<file path="src/rtl/dmem_rt_initiator_if.sv">
// Bundle of the host command, store, load, status and router signals of
// dmem_rt_initiator.
//   slave  : the initiator's view (I_* in, O_* out).
//   master : the environment's view (I_* driven, O_* observed).
// Handshake rule for every valid/ready pair (I_Cmd_Valid/O_Cmd_Ready,
// I_St_Valid/O_St_Ready): a transfer happens on the rising clock edge at
// which valid and ready are both 1. Ready never depends combinationally on
// valid. The router link (O_Rt_Req/I_Rt_Req) has no backpressure: every
// cycle with Req=1 carries one flit.
interface dmem_rt_initiator_if #(
  parameter int WIDTH_DATA = 32,
  parameter int WIDTH_ADDR = 16
);
  logic                  I_Cmd_Valid;
  logic                  I_Cmd_Is_St;
  logic [WIDTH_ADDR-1:0] I_Cmd_Length;
  logic [WIDTH_ADDR-1:0] I_Cmd_Stride;
  logic [WIDTH_ADDR-1:0] I_Cmd_Base;
  logic                  O_Cmd_Ready;
  logic                  I_St_Valid;
  logic [WIDTH_DATA-1:0] I_St_Data;
  logic                  O_St_Ready;
  logic                  O_Ld_Valid;
  logic [WIDTH_DATA-1:0] O_Ld_Data;
  logic                  O_Done;
  logic                  O_Short;
  logic                  O_Drop;
  logic                  O_Rt_Req;
  logic [WIDTH_DATA-1:0] O_Rt_Data;
  logic                  O_Rt_Rls;
  logic                  I_Rt_Req;
  logic [WIDTH_DATA-1:0] I_Rt_Data;
  logic                  I_Rt_Rls;

  modport slave (
    input  I_Cmd_Valid, I_Cmd_Is_St, I_Cmd_Length, I_Cmd_Stride, I_Cmd_Base,
    output O_Cmd_Ready,
    input  I_St_Valid, I_St_Data,
    output O_St_Ready,
    output O_Ld_Valid, O_Ld_Data,
    output O_Done, O_Short, O_Drop,
    output O_Rt_Req, O_Rt_Data, O_Rt_Rls,
    input  I_Rt_Req, I_Rt_Data, I_Rt_Rls
  );

  modport master (
    output I_Cmd_Valid, I_Cmd_Is_St, I_Cmd_Length, I_Cmd_Stride, I_Cmd_Base,
    input  O_Cmd_Ready,
    output I_St_Valid, I_St_Data,
    input  O_St_Ready,
    input  O_Ld_Valid, O_Ld_Data,
    input  O_Done, O_Short, O_Drop,
    input  O_Rt_Req, O_Rt_Data, O_Rt_Rls,
    output I_Rt_Req, I_Rt_Data, I_Rt_Rls
  );
endinterface

</file>
<file path="src/rtl/dmem_rt_initiator.sv">
// Data-memory router initiator. Accepts one host command (load or store),
// sends a four-flit header (kind, length, stride, base) toward data memory,
// then either forwards store beats as flits or collects returning load
// flits, and finishes with a one-cycle O_Done pulse.
// Ports:
//   clock        single clock, rising edge
//   reset        asynchronous, active-high
//   bus          dmem_rt_initiator_if.slave: command, store, load, status
//                and router signals
//   O_Dbg_State  current FSM state encoding (debug/observability only)
module dmem_rt_initiator #(
  parameter int WIDTH_DATA = 32,
  parameter int WIDTH_ADDR = 16
) (
  input  logic                   clock,
  input  logic                   reset,
  dmem_rt_initiator_if.slave     bus,
  output logic [2:0]             O_Dbg_State
);

  typedef enum logic [2:0] {
    S_IDLE    = 3'd0,
    S_HDR     = 3'd1,
    S_ST_DATA = 3'd2,
    S_LD_WAIT = 3'd3,
    S_DONE    = 3'd4
  } state_t;

  state_t                state_q, state_d;
  logic [1:0]            hdr_q, hdr_d;
  logic [WIDTH_ADDR-1:0] beat_q, beat_d;
  logic                  is_st_q, is_st_d;
  logic [WIDTH_ADDR-1:0] len_q, len_d;
  logic [WIDTH_ADDR-1:0] stride_q, stride_d;
  logic [WIDTH_ADDR-1:0] base_q, base_d;
  logic                  rt_req_q, rt_req_d;
  logic [WIDTH_DATA-1:0] rt_data_q, rt_data_d;
  logic                  rt_rls_q, rt_rls_d;
  logic                  ld_valid_q, ld_valid_d;
  logic [WIDTH_DATA-1:0] ld_data_q, ld_data_d;
  logic                  short_q, short_d;
  logic                  drop_q, drop_d;

  // Beat counts compared one bit wider so counter+1 cannot wrap.
  logic [WIDTH_ADDR:0]   beat_inc;
  logic [WIDTH_ADDR:0]   beat_now;
  logic [WIDTH_ADDR:0]   len_ext;

  always_comb begin
    state_d    = state_q;
    hdr_d      = hdr_q;
    beat_d     = beat_q;
    is_st_d    = is_st_q;
    len_d      = len_q;
    stride_d   = stride_q;
    base_d     = base_q;
    short_d    = short_q;
    rt_req_d   = 1'b0;
    rt_data_d  = '0;
    rt_rls_d   = 1'b0;
    ld_valid_d = 1'b0;
    ld_data_d  = '0;
    drop_d     = drop_q | (bus.I_Rt_Req & (state_q != S_LD_WAIT));
    beat_inc   = {1'b0, beat_q} + 1'b1;
    len_ext    = {1'b0, len_q};
    beat_now   = bus.I_Rt_Req ? beat_inc : {1'b0, beat_q};

    case (state_q)
      S_IDLE: begin
        if (bus.I_Cmd_Valid) begin
          is_st_d   = bus.I_Cmd_Is_St;
          len_d     = bus.I_Cmd_Length;
          stride_d  = bus.I_Cmd_Stride;
          base_d    = bus.I_Cmd_Base;
          hdr_d     = 2'd0;
          beat_d    = '0;
          short_d   = 1'b0;
          // flit0 is registered on the accepting edge so it is on the wire
          // the very next cycle.
          rt_req_d  = 1'b1;
          rt_data_d = WIDTH_DATA'(bus.I_Cmd_Is_St);
          state_d   = S_HDR;
        end
      end

      S_HDR: begin
        hdr_d = hdr_q + 2'd1;
        case (hdr_q)
          2'd0: begin
            rt_req_d  = 1'b1;
            rt_data_d = WIDTH_DATA'(len_q);
          end
          2'd1: begin
            rt_req_d  = 1'b1;
            rt_data_d = WIDTH_DATA'(stride_q);
          end
          2'd2: begin
            rt_req_d  = 1'b1;
            rt_data_d = WIDTH_DATA'(base_q);
            // A load releases the link after its header; so does an empty
            // store, which has no data flit to carry the token.
            rt_rls_d  = ~is_st_q | (len_q == '0);
            // With data to move, the data phase overlaps the cycle flit3 is
            // on the wire; an empty transfer spends that cycle here instead.
            if (len_q != '0) begin
              beat_d  = '0;
              state_d = is_st_q ? S_ST_DATA : S_LD_WAIT;
            end
          end
          default: begin
            state_d = S_DONE;
          end
        endcase
      end

      S_ST_DATA: begin
        if (bus.I_St_Valid) begin
          rt_req_d  = 1'b1;
          rt_data_d = bus.I_St_Data;
          beat_d    = beat_inc[WIDTH_ADDR-1:0];
          if (beat_inc == len_ext) begin
            rt_rls_d = 1'b1;
            state_d  = S_DONE;
          end
        end
      end

      S_LD_WAIT: begin
        if (bus.I_Rt_Req) begin
          ld_valid_d = 1'b1;
          ld_data_d  = bus.I_Rt_Data;
          beat_d     = beat_inc[WIDTH_ADDR-1:0];
        end
        // The flit arriving with a release is counted before deciding
        // whether the load came up short.
        if (beat_now == len_ext) begin
          short_d = 1'b0;
          state_d = S_DONE;
        end else if (bus.I_Rt_Rls) begin
          short_d = 1'b1;
          state_d = S_DONE;
        end
      end

      S_DONE: begin
        state_d = S_IDLE;
      end

      default: begin
        state_d = S_IDLE;
      end
    endcase
  end

  always_ff @(posedge clock or posedge reset) begin
    if (reset) begin
      state_q    <= S_IDLE;
      hdr_q      <= 2'd0;
      beat_q     <= '0;
      is_st_q    <= 1'b0;
      len_q      <= '0;
      stride_q   <= '0;
      base_q     <= '0;
      rt_req_q   <= 1'b0;
      rt_data_q  <= '0;
      rt_rls_q   <= 1'b0;
      ld_valid_q <= 1'b0;
      ld_data_q  <= '0;
      short_q    <= 1'b0;
      drop_q     <= 1'b0;
    end else begin
      state_q    <= state_d;
      hdr_q      <= hdr_d;
      beat_q     <= beat_d;
      is_st_q    <= is_st_d;
      len_q      <= len_d;
      stride_q   <= stride_d;
      base_q     <= base_d;
      rt_req_q   <= rt_req_d;
      rt_data_q  <= rt_data_d;
      rt_rls_q   <= rt_rls_d;
      ld_valid_q <= ld_valid_d;
      ld_data_q  <= ld_data_d;
      short_q    <= short_d;
      drop_q     <= drop_d;
    end
  end

  assign bus.O_Cmd_Ready = (state_q == S_IDLE);
  assign bus.O_St_Ready  = (state_q == S_ST_DATA);
  assign bus.O_Done      = (state_q == S_DONE);
  assign bus.O_Short     = (state_q == S_DONE) & short_q;
  assign bus.O_Drop      = drop_q;
  assign bus.O_Ld_Valid  = ld_valid_q;
  assign bus.O_Ld_Data   = ld_data_q;
  assign bus.O_Rt_Req    = rt_req_q;
  assign bus.O_Rt_Data   = rt_data_q;
  assign bus.O_Rt_Rls    = rt_rls_q;
  assign O_Dbg_State     = state_q;

endmodule
</file>
<file path="src/flat_wrapper.sv">
// flat-port wrapper written by rule: the top's interface ports become plain ports
module dmem_rt_initiator_flat 
#(
  parameter int WIDTH_DATA = 32,
  parameter int WIDTH_ADDR = 16
)
  (clock, reset, O_Dbg_State, bus_I_Cmd_Valid, bus_I_Cmd_Is_St, bus_I_Cmd_Length, bus_I_Cmd_Stride, bus_I_Cmd_Base, bus_O_Cmd_Ready, bus_I_St_Valid, bus_I_St_Data, bus_O_St_Ready, bus_O_Ld_Valid, bus_O_Ld_Data, bus_O_Done, bus_O_Short, bus_O_Drop, bus_O_Rt_Req, bus_O_Rt_Data, bus_O_Rt_Rls, bus_I_Rt_Req, bus_I_Rt_Data, bus_I_Rt_Rls);
  dmem_rt_initiator_if #(.WIDTH_DATA(WIDTH_DATA), .WIDTH_ADDR(WIDTH_ADDR)) bus_i ();
  input  logic clock;
  input  logic reset;
  output logic [2:0] O_Dbg_State;
  input wire logic [$bits(bus_i.I_Cmd_Valid)-1:0] bus_I_Cmd_Valid;
  input wire logic [$bits(bus_i.I_Cmd_Is_St)-1:0] bus_I_Cmd_Is_St;
  input wire logic [$bits(bus_i.I_Cmd_Length)-1:0] bus_I_Cmd_Length;
  input wire logic [$bits(bus_i.I_Cmd_Stride)-1:0] bus_I_Cmd_Stride;
  input wire logic [$bits(bus_i.I_Cmd_Base)-1:0] bus_I_Cmd_Base;
  output wire logic [$bits(bus_i.O_Cmd_Ready)-1:0] bus_O_Cmd_Ready;
  input wire logic [$bits(bus_i.I_St_Valid)-1:0] bus_I_St_Valid;
  input wire logic [$bits(bus_i.I_St_Data)-1:0] bus_I_St_Data;
  output wire logic [$bits(bus_i.O_St_Ready)-1:0] bus_O_St_Ready;
  output wire logic [$bits(bus_i.O_Ld_Valid)-1:0] bus_O_Ld_Valid;
  output wire logic [$bits(bus_i.O_Ld_Data)-1:0] bus_O_Ld_Data;
  output wire logic [$bits(bus_i.O_Done)-1:0] bus_O_Done;
  output wire logic [$bits(bus_i.O_Short)-1:0] bus_O_Short;
  output wire logic [$bits(bus_i.O_Drop)-1:0] bus_O_Drop;
  output wire logic [$bits(bus_i.O_Rt_Req)-1:0] bus_O_Rt_Req;
  output wire logic [$bits(bus_i.O_Rt_Data)-1:0] bus_O_Rt_Data;
  output wire logic [$bits(bus_i.O_Rt_Rls)-1:0] bus_O_Rt_Rls;
  input wire logic [$bits(bus_i.I_Rt_Req)-1:0] bus_I_Rt_Req;
  input wire logic [$bits(bus_i.I_Rt_Data)-1:0] bus_I_Rt_Data;
  input wire logic [$bits(bus_i.I_Rt_Rls)-1:0] bus_I_Rt_Rls;
  assign bus_i.I_Cmd_Valid = bus_I_Cmd_Valid;
  assign bus_i.I_Cmd_Is_St = bus_I_Cmd_Is_St;
  assign bus_i.I_Cmd_Length = bus_I_Cmd_Length;
  assign bus_i.I_Cmd_Stride = bus_I_Cmd_Stride;
  assign bus_i.I_Cmd_Base = bus_I_Cmd_Base;
  assign bus_O_Cmd_Ready = bus_i.O_Cmd_Ready;
  assign bus_i.I_St_Valid = bus_I_St_Valid;
  assign bus_i.I_St_Data = bus_I_St_Data;
  assign bus_O_St_Ready = bus_i.O_St_Ready;
  assign bus_O_Ld_Valid = bus_i.O_Ld_Valid;
  assign bus_O_Ld_Data = bus_i.O_Ld_Data;
  assign bus_O_Done = bus_i.O_Done;
  assign bus_O_Short = bus_i.O_Short;
  assign bus_O_Drop = bus_i.O_Drop;
  assign bus_O_Rt_Req = bus_i.O_Rt_Req;
  assign bus_O_Rt_Data = bus_i.O_Rt_Data;
  assign bus_O_Rt_Rls = bus_i.O_Rt_Rls;
  assign bus_i.I_Rt_Req = bus_I_Rt_Req;
  assign bus_i.I_Rt_Data = bus_I_Rt_Data;
  assign bus_i.I_Rt_Rls = bus_I_Rt_Rls;
  dmem_rt_initiator #(.WIDTH_DATA(WIDTH_DATA), .WIDTH_ADDR(WIDTH_ADDR)) u_core (.clock(clock), .reset(reset), .bus(bus_i), .O_Dbg_State(O_Dbg_State));
endmodule
</file>
<file path="config.mk">
export PLATFORM = sky130hd
export DESIGN_NAME = dmem_rt_initiator_flat
export DESIGN_NICKNAME = d
export VERILOG_FILES = /design/src/rtl/dmem_rt_initiator_if.sv /design/src/rtl/dmem_rt_initiator.sv /design/src/flat_wrapper.sv
export SDC_FILE = /design/constraint.sdc
export NUM_CORES = 1
export LEC_CHECK = 0
export ABC_AREA = 1
export CORE_MARGIN = 1.5
export CORE_UTILIZATION = 44
export CTS_BUF_LIST = sky130_fd_sc_hd__clkbuf_4 sky130_fd_sc_hd__clkbuf_8
export CTS_CLUSTER_SIZE = 40
export DETAILED_ROUTE_END_ITERATION = 7
export PLACE_DENSITY = 0.85
export SKIP_CTS_REPAIR_TIMING = 1
export SYNTH_ARGS = -nofsm -noshare
export SYNTH_HDL_FRONTEND = slang
export SYNTH_SLANG_ARGS = --single-unit
</file>
<file path="constraint.sdc">
create_clock -name clock -period 8.05 [get_ports clock]
set_input_delay 1.2075 -clock clock [delete_from_list [all_inputs] [get_ports clock]]
set_output_delay 1.2075 -clock clock [all_outputs]
set_load 0.02 [all_outputs]
</file>
# After elaboration in Yosys (flattened, before gate mapping)
# Cells that the tools add are included.
# word_totals
output_inout_bits,75
inputBits,119
ff_bits,139
wordCells,91
# op_classes
n_eq_ne,18
bitwise,5
n_mux,38
reduce_logical,14
addsub,2
# op_table
operator,count
32-bit 2-to-1 mux,3
32-bit one-hot mux with 3 select lines,1
16-bit 2-to-1 mux,5
16-bit one-hot mux with 4 select lines,1
16-bit one-hot mux with 3 select lines,1
17-bit by 16-bit equality test with 1-bit output,2
3-bit 2-to-1 mux,6
"16-bit by 1-bit adder with 17-bit output, second input constant",1
17-bit 2-to-1 mux,1
16-bit zero test,1
16-bit nonzero test,1
1-bit 2-to-1 mux,13
3-bit one-hot mux with 4 select lines,1
6-bit AND reduction,2
"3-bit by 2-bit inequality test with 1-bit output, second input constant",3
"2-bit inequality test, second input constant",4
"3-bit by 2-bit equality test with 1-bit output, second input constant",2
"2-bit by 1-bit inequality test with 1-bit output, second input constant",3
3-bit one-hot mux with 2 select lines,1
1-bit one-hot mux with 2 select lines,2
2-bit one-hot mux with 2 select lines,1
2-bit AND reduction,2
2-bit nonzero test,2
4-bit nonzero test,1
other kinds (15),17

# Longest topological paths before layout
# logic_depth
ltp_word,5
depth_mapped,18

# Worst setup path after synthesis
# OpenSTA, ideal clock, no wires.
# synth_path
kind,input to register
start,input bus_I_Rt_Req
end,"register u_core.state_q[1], in the netlist u_core.O_Dbg_State[1]"
path_buffers,1
slack_ns,5.505
arrival_ns,2.427
path_stages,13
cell_sequence,inv_1 clkbuf_1 o21ai_0 a21oi_1 nand2_1 nor2_1 nand3_1 nor2_1 nand2_2 nand2_4 nand2_2 nand2_1 nand2_1
# synth_via
elab_chain_cells,4
# synth_rtl
item,line,rtl
from (decl),flat_wrapper.sv:29,input wire logic [$bits(bus_i.I_Rt_Req)-1:0] bus_I_Rt_Req;
17-bit 2-to-1 mux (*),dmem_rt_initiator.sv:66,"beat_now = bus.I_Rt_Req ? beat_inc : {1'b0, beat_q};"
17-bit by 16-bit equality test with 1-bit output (*),dmem_rt_initiator.sv:136,if (beat_now == len_ext) begin
3-bit by 2-bit inequality test with 1-bit output (no line) or 3-bit 2-to-1 mux (tied branches),--,
6-bit AND reduction (no line) or 3-bit one-hot mux with 4 select lines (tied branches),--,
to (signal assigned),dmem_rt_initiator.sv:172,state_q <= state_d;
to (decl),dmem_rt_initiator.sv:29,"state_t state_q, state_d;"
# Mark *: on every way between the ends. The rest lies on a longest branch, timed or not.
# A chain may end at the register's enable or synchronous reset.

# Final worst setup path
# layout_path
start,"register u_core.state_q[1], in the netlist u_core.O_Dbg_State[1]"
end,output bus_O_St_Ready
# layout_via
elab_chain_cells,1
# layout_rtl
item,line,rtl
3-bit by 2-bit equality test with 1-bit output,dmem_rt_initiator.sv:190,assign bus.O_St_Ready = (state_q == S_ST_DATA);
to (decl),flat_wrapper.sv:20,output wire logic [$bits(bus_i.O_St_Ready)-1:0] bus_O_St_Ready;
# No other way between the ends.

==> summary.md <==
| Metric | Value |
|---|---|
| Status | finished clean |
| Sw frac | 39.9% |
| Critical setup path kind | flip-flop to primary output |
| Synthesis Warnings | 0 |
| Worst Setup SP | u_core.O_Dbg_State[1] |
| Die area | 16000 µm² |
| Sequential fraction of the synthesis area | 51.8% |
| Setup TNS | 0 ns |
| GRT overflow | 0 |
| Reg2reg setup slack | ~4.9 ns |
| Global Route Usage Sum | about 24% |
| Routed WL | approximately 19 mm |
| Initial antenna violation count | 0 |
| Root buffer cell | clkbuf_8 |
| Worst EP required | 6.84 ns |
| Final min period | 3.55 ns |
| CTS tree | yes |
| Largest net degree at the start of global routing | 84 |
| Max cap viols | 0 |
| Fin. max-slew vios | 0 |
| Num CTS Buffers | 17 |
| Clk buf depth | 2 |
| Final worst clock skew | 0.00899 ns |
| Hold Path Class | flip-flop to flip-flop |
| First-pass GRT wire length | 30.8 mm |
| # rows | 44 |
| Critical path fanouts, max | 6 |
| Comb pwr share | 38.7% |
| R2r startpoint | u_core.O_Dbg_State[0] |
| Core area | between 10000 and 15000 µm² |
| Clk_lat worst skew | 0.45 ns |
| Arr. time, crit path | 2.34 ns |
| Post-Syn Area | approximately 6700 µm² |
| Clock sink count | 139 |
| Wire length per cell | 15.3 µm |
| Die Y | 127 µm |
| Reg2Reg Depth | 11 |
| Area delta synth->final | 36.5% |
| Crit. End Element | primary output |
| Via density per instance | around 5.2 |
| RSZ-0062 raised after global routing | false |
| Commonest non-fill, non-tap cell in the layout | nand2_1 |
| Most frequent cells in the layout | nand2_1 (329), clkdlybuf4s50_1 (192), dfrtp_1 (139), nor2_1 (77), nand3_1 (74) |
| P per Cell Area | 286 nW/µm² |
| Slew @ Worst Pin | between 1 and 1.5 ns |
| Routability cong. | 0.935 |
| CTS H-Tree Depth | 4 |
| Psw | between 1 and 1.5 mW |
| Hold Path Stages | 2 |
| P_leak | 4.28 nW |
| Die width | 127 µm |
| Clock transition at the registers of the reported paths | 0.08 ns |
| Drt initial violations | around 510 |
| DP HPWL | approximately 14 mm |
| Total power | between 2 and 3 mW |
| Port buffer count | 193 |
| Remaining DRCs | 0 |
| Diodes inserted | 0 |
| Worst Setup EP | bus_O_St_Ready |
| Final #Nets | around 1200 |
| Worst R2R End | u_core.beat_q[0] |
| Crit start category | flip-flop |
| Mapped Cells | 864 |
| I/O Pins | 194 |
| Fmax | 0.282 GHz |
| Maximum VDD drop | 0.000146 V |
| Vias in the first global route | 6121 |
| Netlist cell types | 33 |
| Via count | around 6400 |
| Fin crit share | approximately 44% |
| ANT nets after route | 0 |
| Share of cells above drive strength 1 | 7.00% |
| Syn_nets | 988 |
| Synthesized area per cell | 7.78 µm² |
| Fin. Hold Viols | 0 |
| Starting Density | 45.7% |
| Slew HR | 30.1% |
| Clk network pwr share | 21.9% |
| First-pass detailed-route iteration total | 5 |
| Yosys reg bits | 139 |
| Finish-stage setup viols | 0 |
| Flop pwr share | 39.4% |
| Internal power | 1.57 mW |
metal layers:
layer | up-vias | track usage, % | share of wire (%)
li1 | 3115 | - | -
met3 | 38 | 5.99 | 7.1
met2 | 257 | 39.5 | 48
met5 | - | 0 | 0
met1 | 2983 | 31.8 | 43
met4 | 0 | 8.99 | 2.6
how the worst min path moves through the flow:
stage	slack (ns)	start	end
final	0.48	u_core.base_q[12]	u_core.base_q[12]
after global routing	0.50	u_core.stride_q[2]	u_core.stride_q[2]
after CTS	0.48	u_core.stride_q[8]	u_core.stride_q[8]
after detailed placement	0.46	u_core.base_q[7]	u_core.base_q[7]
after global placement	0.45	u_core.base_q[4]	u_core.base_q[4]
after floorplan	0.43	u_core.short_q	u_core.short_q
layout make-up:
| class | instances | area, µm² |
|---|---|---|
| multi-input cells | 630 | 2880 |
| well taps | 184 | 230 |
| repair buffers | 195 | 1940 |
| fillers | 1245 | 5530 |
| clock inverters | 13 | 141 |
| inverters | 61 | 234 |
| flip-flops and latches | 139 | 3480 |
| clock buffers | 19 | 262 |
worst max-delay path, cell delays in order, from the launching register on:
cell	delay, ns
dfrtp_1	0.48
inv_1	0.09
nor2_1	0.34
inv_2	0.12
nor2_2	0.20
clkdlybuf4s50_1	0.67
power by group through the flow:
stage	Combinational, mW	Sequential, mW	Clock [mW]
5_1_grt	1.13	1.05	0.612
2_1_floorplan	0.591	1.06	0
3_5_place_dp	1.01	1.04	0
3_3_place_gp	0.987	1.03	0
4_1_cts	1.01	1.03	0.580
6_report	1.02	1.03	0.574
metrics by stage:
stage                     instances  instance area (µm²)  util, %  setup slack (ns)  hold slack, ns
after global placement         1209                 8770     59.7              4.27           0.453
after detailed placement       1209                 8770     59.7              4.19           0.459
final                          1241                 9170     62.4              4.50           0.475
after CTS                      1241                 9170     62.4              4.53           0.478
after global routing           1241                 9170     62.4              4.27           0.498
after floorplan                 864                 6720        -              3.12           0.435
Yosys cell counts:
master	instances	area share, %
nor2_2	8	0.74
or2_2	1	0.093
inv_1	52	2.9
nand2_2	12	1.1
buf_2	4	0.30
nand3_2	1	0.15
nand3b_1	1	0.11
a21oi_1	20	1.5
nand2_4	1	0.17
o21ai_1	1	0.074
nand2_1	329	18
nor2_4	7	1.2
nor2_1	78	4.4
buf_1	6	0.34
and3_1	1	0.093
nor4_1	2	0.19
buf_4	1	0.11
ha_1	5	0.93
o21bai_1	1	0.11
xnor2_1	1	0.13
o211ai_1	2	0.22
xor2_1	3	0.39
nand4_1	9	0.84
dfrtp_1	139	52
nand3_1	74	5.5
a22o_1	15	2.0
nor3_1	2	0.15
inv_2	7	0.39
clkbuf_1	23	1.3
o21ai_0	43	3.2
o22ai_1	12	1.1
clkinv_1	2	0.11
o31ai_1	1	0.11
registers in the layout (all words and copies together), names as in the netlist:
name and count:
u_core.bus.O_Ld_Data 32, u_core.bus.O_Rt_Req 1, u_core.stride_q 16, u_core.hdr_q 2, u_core.base_q 16, u_core.beat_q 16, u_core.bus.O_Rt_Rls 1, u_core.bus.O_Ld_Valid 1
u_core.bus.O_Rt_Data 32, u_core.bus.O_Drop 1, u_core.len_q 16, u_core.O_Dbg_State 3, u_core.is_st_q 1, u_core.short_q 1
cell families (layout without fill, tap and decap cells):
| kind of cell | after synthesis | after routing | share of synthesized area (%) |
|---|---|---|---|
| adder cells (fa/ha/maj) | 5 | 5 | 0.931 |
| AND/OR/NAND/NOR | 526 | 526 | 33.1 |
| AO/OA/AOI/OAI | 95 | 95 | 8.29 |
| XOR/XNOR | 4 | 4 | 0.521 |
| buffers and inverters | 95 | 288 | 5.44 |
| flip-flops | 139 | 139 | 51.8 |
(Power assumes the default switching activity.)
